$ cat config.mk
export PLATFORM = sky130hd
export DESIGN_NAME = add_digit_sequencer_flat
export DESIGN_NICKNAME = d
export VERILOG_FILES = /design/src/rtl/add_digit_sequencer_if.sv /design/src/rtl/add_digit_sequencer.sv /design/src/flat_wrapper.sv
export SDC_FILE = /design/constraint.sdc
export NUM_CORES = 1
export LEC_CHECK = 0
export CORE_MARGIN = 2
export CORE_UTILIZATION = 35
export CTS_CLUSTER_SIZE = 12
export DETAILED_ROUTE_END_ITERATION = 8
export GPL_ROUTABILITY_DRIVEN = 0
export PLACE_DENSITY = 0.72
export SLEW_MARGIN = 20
export SYNTH_ARGS = -nofsm -noshare
export SYNTH_HDL_FRONTEND = slang
export SYNTH_SLANG_ARGS = --single-unit
$ cat constraint.sdc
create_clock -name clk -period 3.9 [get_ports clk]
set_clock_uncertainty 0.05 [all_clocks]
set_input_delay 0.585 -clock clk [delete_from_list [all_inputs] [get_ports clk]]
set_output_delay 0.585 -clock clk [all_outputs]
set_load 0.005 [all_outputs]
$ cat src/rtl/add_digit_sequencer_if.sv
// rtl/add_digit_sequencer_if.sv - digit-pair input stream and sum-digit output stream
// in_sub exists only when ADD_SEQ_SUB_EN is defined.
interface add_digit_sequencer_if;
    logic       in_valid;
    logic       in_ready;
    logic [2:0] in_a;
    logic [2:0] in_b;
    logic       in_last;
`ifdef ADD_SEQ_SUB_EN
    logic       in_sub;
`endif
    logic       out_valid;
    logic       out_ready;
    logic [2:0] out_sum;
    logic       out_last;
    logic       out_cout;

    modport slave (
        input  in_valid,
        output in_ready,
        input  in_a,
        input  in_b,
        input  in_last,
`ifdef ADD_SEQ_SUB_EN
        input  in_sub,
`endif
        output out_valid,
        input  out_ready,
        output out_sum,
        output out_last,
        output out_cout
    );

    modport master (
        output in_valid,
        input  in_ready,
        output in_a,
        output in_b,
        output in_last,
`ifdef ADD_SEQ_SUB_EN
        output in_sub,
`endif
        input  out_valid,
        output out_ready,
        input  out_sum,
        input  out_last,
        input  out_cout
    );
endinterface

$ cat src/rtl/add_digit_sequencer.sv
// rtl/add_digit_sequencer.sv - feeds 3-bit digit pairs into three_bit_adder, chaining carry per packet
// Optional subtraction mode is enabled by defining ADD_SEQ_SUB_EN.
module add_digit_sequencer #(
    parameter int WORDS = 4
) (
    input  logic                        clk,
    input  logic                        rst_n,
    add_digit_sequencer_if.slave        dig,
    output logic                        trunc_err,
    output logic [2:0]                  add_a,
    output logic [2:0]                  add_b,
    output logic                        add_cin,
    input  logic [2:0]                  add_sum,
    input  logic                        add_cout
);
    localparam int CW = $clog2(WORDS + 1);
    localparam logic [CW-1:0] LAST_IDX = CW'(WORDS - 1);

    typedef enum logic {
        FIRST = 1'b0,
        MID   = 1'b1
    } state_t;

    state_t          state;
    state_t          state_nxt;
    logic [CW-1:0]   count;
    logic            carry;
    logic            accept;
    logic            at_limit;
    logic            eff_last;
    logic            sub_now;

    assign accept   = dig.in_valid & dig.in_ready;
    assign at_limit = (count == LAST_IDX);
    // A packet reaching WORDS digits is closed even without in_last.
    assign eff_last = dig.in_last | at_limit;

`ifdef ADD_SEQ_SUB_EN
    logic sub_q;
    // Mode is taken from the first digit and held for the rest of the packet.
    assign sub_now = (state == FIRST) ? dig.in_sub : sub_q;

    always_ff @(posedge clk) begin
        if (!rst_n) begin
            sub_q <= 1'b0;
        end else if (accept) begin
            sub_q <= sub_now;
        end
    end
`else
    assign sub_now = 1'b0;
`endif

    always_ff @(posedge clk) begin
        if (!rst_n) begin
            state <= FIRST;
        end else begin
            state <= state_nxt;
        end
    end

    always_comb begin
        state_nxt = state;
        if (accept) begin
            state_nxt = eff_last ? FIRST : MID;
        end
    end

    always_comb begin
        dig.in_ready = ~dig.out_valid | dig.out_ready;
        add_a        = dig.in_a;
        add_b        = dig.in_b ^ {3{sub_now}};
        add_cin      = (state == FIRST) ? sub_now : carry;
    end

    always_ff @(posedge clk) begin
        if (!rst_n) begin
            dig.out_valid <= 1'b0;
            dig.out_sum   <= 3'd0;
            dig.out_last  <= 1'b0;
            dig.out_cout  <= 1'b0;
            trunc_err     <= 1'b0;
            carry         <= 1'b0;
            count         <= '0;
        end else begin
            trunc_err <= accept & ~dig.in_last & at_limit;
            if (accept) begin
                dig.out_valid <= 1'b1;
                dig.out_sum   <= add_sum;
                dig.out_last  <= eff_last;
                dig.out_cout  <= eff_last & add_cout;
                carry         <= add_cout;
                count         <= eff_last ? '0 : count + CW'(1);
            end else if (dig.out_valid & dig.out_ready) begin
                dig.out_valid <= 1'b0;
            end
        end
    end
endmodule

$ cat src/flat_wrapper.sv
// flat-port wrapper written by rule: the top's interface ports become plain ports
module add_digit_sequencer_flat 
#(
    parameter int WORDS = 4
)
  (clk, rst_n, trunc_err, add_a, add_b, add_cin, add_sum, add_cout, dig_in_valid, dig_in_ready, dig_in_a, dig_in_b, dig_in_last, dig_out_valid, dig_out_ready, dig_out_sum, dig_out_last, dig_out_cout);
  add_digit_sequencer_if dig_i ();
  input  logic clk;
  input  logic rst_n;
  output logic trunc_err;
  output logic [2:0] add_a;
  output logic [2:0] add_b;
  output logic add_cin;
  input  logic [2:0] add_sum;
  input  logic add_cout;
  input wire logic [$bits(dig_i.in_valid)-1:0] dig_in_valid;
  output wire logic [$bits(dig_i.in_ready)-1:0] dig_in_ready;
  input wire logic [$bits(dig_i.in_a)-1:0] dig_in_a;
  input wire logic [$bits(dig_i.in_b)-1:0] dig_in_b;
  input wire logic [$bits(dig_i.in_last)-1:0] dig_in_last;
  output wire logic [$bits(dig_i.out_valid)-1:0] dig_out_valid;
  input wire logic [$bits(dig_i.out_ready)-1:0] dig_out_ready;
  output wire logic [$bits(dig_i.out_sum)-1:0] dig_out_sum;
  output wire logic [$bits(dig_i.out_last)-1:0] dig_out_last;
  output wire logic [$bits(dig_i.out_cout)-1:0] dig_out_cout;
  assign dig_i.in_valid = dig_in_valid;
  assign dig_in_ready = dig_i.in_ready;
  assign dig_i.in_a = dig_in_a;
  assign dig_i.in_b = dig_in_b;
  assign dig_i.in_last = dig_in_last;
  assign dig_out_valid = dig_i.out_valid;
  assign dig_i.out_ready = dig_out_ready;
  assign dig_out_sum = dig_i.out_sum;
  assign dig_out_last = dig_i.out_last;
  assign dig_out_cout = dig_i.out_cout;
  add_digit_sequencer #(.WORDS(WORDS)) u_core (.clk(clk), .rst_n(rst_n), .dig(dig_i), .trunc_err(trunc_err), .add_a(add_a), .add_b(add_b), .add_cin(add_cin), .add_sum(add_sum), .add_cout(add_cout));
endmodule
==> results.cfg <==
[status]
status = finished clean

[floorplanning]
floorplan.initialDensity_pct = 38.23
fp.coreArea_um2 = 1541
die_x_um = 45.04
die-area_um2 = 2028
io_pins = 30
fp.dieH_um = 45.04
std_cell_rows = 14

[synthesis]
synth_cells = 62
syn_area_um2 = 589.3
ys_seq_elements = 12
yosys.area.top_type = dfxtp_1
yosys_warnings = 0
synth_cell_types = 19
synth_seq_area_share_pct = 40.76
synth_area_leaders = dfxtp_1, mux2i_1, nand2_1
syn_nets = 79
yosysTopAreaCellShare_pct = 40.76
syn_avg_cell_area_um2 = 9.505

[layout]
seq_area_um2 = 240.2
stdcell_area_um2 = 729.5
fill_cells = 154
finalNonFillerCells = 89
n_antenna_cell = 0
drive_gt1_share_pct = 9.589
finalNetCount = 92
multiInputGateArea_um2 = 265.3
area_growth_pct = 23.78

[sta]
finalCritPeriodShare_pct = 59.88
fmax_ghz = 0.4282
final-hold-violation-count = 0
worstMarginPinSlew_ns = 0.5893
setup_viol = 0
slew_violations = 0
grt_setup_unrepaired = false
min_period_ns = 2.335
relSlewSlack_pct = 60.59
setup_tns_ns = 0

[routing]
drc_errors = 0
drt-pass1-iter-count = 3
drt-total-wl_um = 955
wire_per_inst_um = 10.73
vias = 429
drt-initial-drc-count = 1
antenna_left = 0
via_per_inst = 4.820

[power_and_ir_drop]
total_power_uw = 244.8
worst_ir_drop_vdd_v = 0.0001561
p_leak_uw = 0.0003102
powerDensity_nw_per_um2 = 335.7

[min_path]
hp-start = u_core.carry
hold_class = reg -> reg

[job]
drv_cap = 0

[critical_path]
r2r_start = u_core.count[0]
cp_max_fo = 5
required_ns = 3.26
worstSetupPathType = in -> out
setup.worst_path.end_class = output port
start_kind = input port
crit_start = dig_out_ready
worstPathArrival_ns = 1.70

[cts]
clkSinkCount = 12
root_buffer = clkbuf_4
cts_setup_buffers = 0
postCtsHoldBufs = 0
cts_made_buffers = 3
cts-resized-gates = 0
clock_latency_ns = 0.26
h-tree-depth = 1
path_clk_slew_ns = 0.07
clockBufferDepth = 2
cts_tree = done

[placed_design]
dpl_cell_area_um2 = 706.9
io_buffers = 17
dp.cells = 86
dp_hpwl_um = 688.1

[global_route]
grt_pass1_wl_um = 1545
grt_overflow = 0
grt_pass1_vias = 382
grt_max_degree = 20
grt_antenna_before_repair = 0
grt_use_total_pct = 10.43
[kinds of logic (layout without fill, tap and decap cells)]
family / count (synthesis) / after routing / share of synthesized area (%)
multiplexers: 9 / 9 / 15.29
AND/OR/NAND/NOR: 24 / 24 / 21.65
flip-flops: 12 / 12 / 40.76
adder cells (fa/ha/maj): 2 / 2 / 4.246
buffers and inverters: 12 / 23 / 14.22
AO/OA/AOI/OAI: 3 / 3 / 3.821
[cell usage in the layout, fill, tap and decap left out]
cell / n
a21oi_1: 1
a21oi_2: 1
a311oi_1: 1
and2_1: 1
clkbuf_4: 3
clkdlybuf4s50_1: 17
dfxtp_1: 12
ha_1: 2
inv_1: 3
mux2i_1: 9
nand2_1: 15
nand2_4: 1
nand2b_4: 1
nand3_1: 1
nand3b_1: 2
nor2_1: 1
nor3_2: 1
or2_0: 1
[cells in the mapped netlist (all sizes together)]
| master | instances |
|---|---|
| a311oi | 1 |
| a21oi | 2 |
| ha | 2 |
| or2 | 1 |
| inv | 3 |
| nand3 | 1 |
| nand2b | 1 |
| nor3 | 1 |
| nor2 | 1 |
| mux2i | 9 |
| and2 | 1 |
| dfxtp | 12 |
| buf | 9 |
| nand2 | 16 |
| nand3b | 2 |
[worst paths after layout]
kind	to	slack, ns	depth (start not counted)
worst max register to register	u_core.count[1]	2.46	5
worst min register to register	u_core.carry	0.41	2
worst min-delay path	u_core.carry	0.41	2
worst max-delay path	dig_in_ready	1.56	3
[flip-flops by register name, indices dropped and copies added, names as in the netlist]
register,flops
u_core.dig.out_cout,1
u_core.dig.out_last,1
u_core.count,3
u_core.dig.out_sum,3
u_core.dig.out_valid,1
u_core.carry,1
u_core.trunc_err,1
u_core.state,1
[cell type report]
class	instances	area share [%]
Clock buffer	3	3.087
Inverter	3	1.544
Multi-Input combinational cell	38	36.36
Sequential cell	12	32.93
Tap cell	16	2.744
Timing Repair Buffer	17	23.33
[metal layers]
layer,share of wire [%],up-vias,track usage [%],wire (um)
met1,43,193,13.15,411
met2,47,14,16.29,448
met5,0,-,0,0
met3,9.3,2,2.400,89
li1,-,220,-,-
met4,0.63,0,5.882,6
[worst max-delay path, stage by stage]
cell and delay, ns:
clkdlybuf4s50_1 0.46, nand2b_4 0.15, clkdlybuf4s50_1 0.50
[stage by stage]
stage	setup WS [ns]	utilization, %	hold WS (ns)
after floorplan	2.441	-	0.3834
final	1.565	47.32	0.4058
after global routing	1.499	47.32	0.4202
after detailed placement	1.562	45.86	0.3984
after CTS	1.556	47.32	0.4087
after global placement	1.569	45.86	0.3908
[power by group]
| part | switching [uW] | internal [uW] |
|---|---|---|
| combinational | 15.4 | 22.7 |
| sequential | 3.48 | 129 |
| clock | 39.0 | 35.6 |
| total | 57.8 | 187 |
Power figures use the tool's default switching activity.
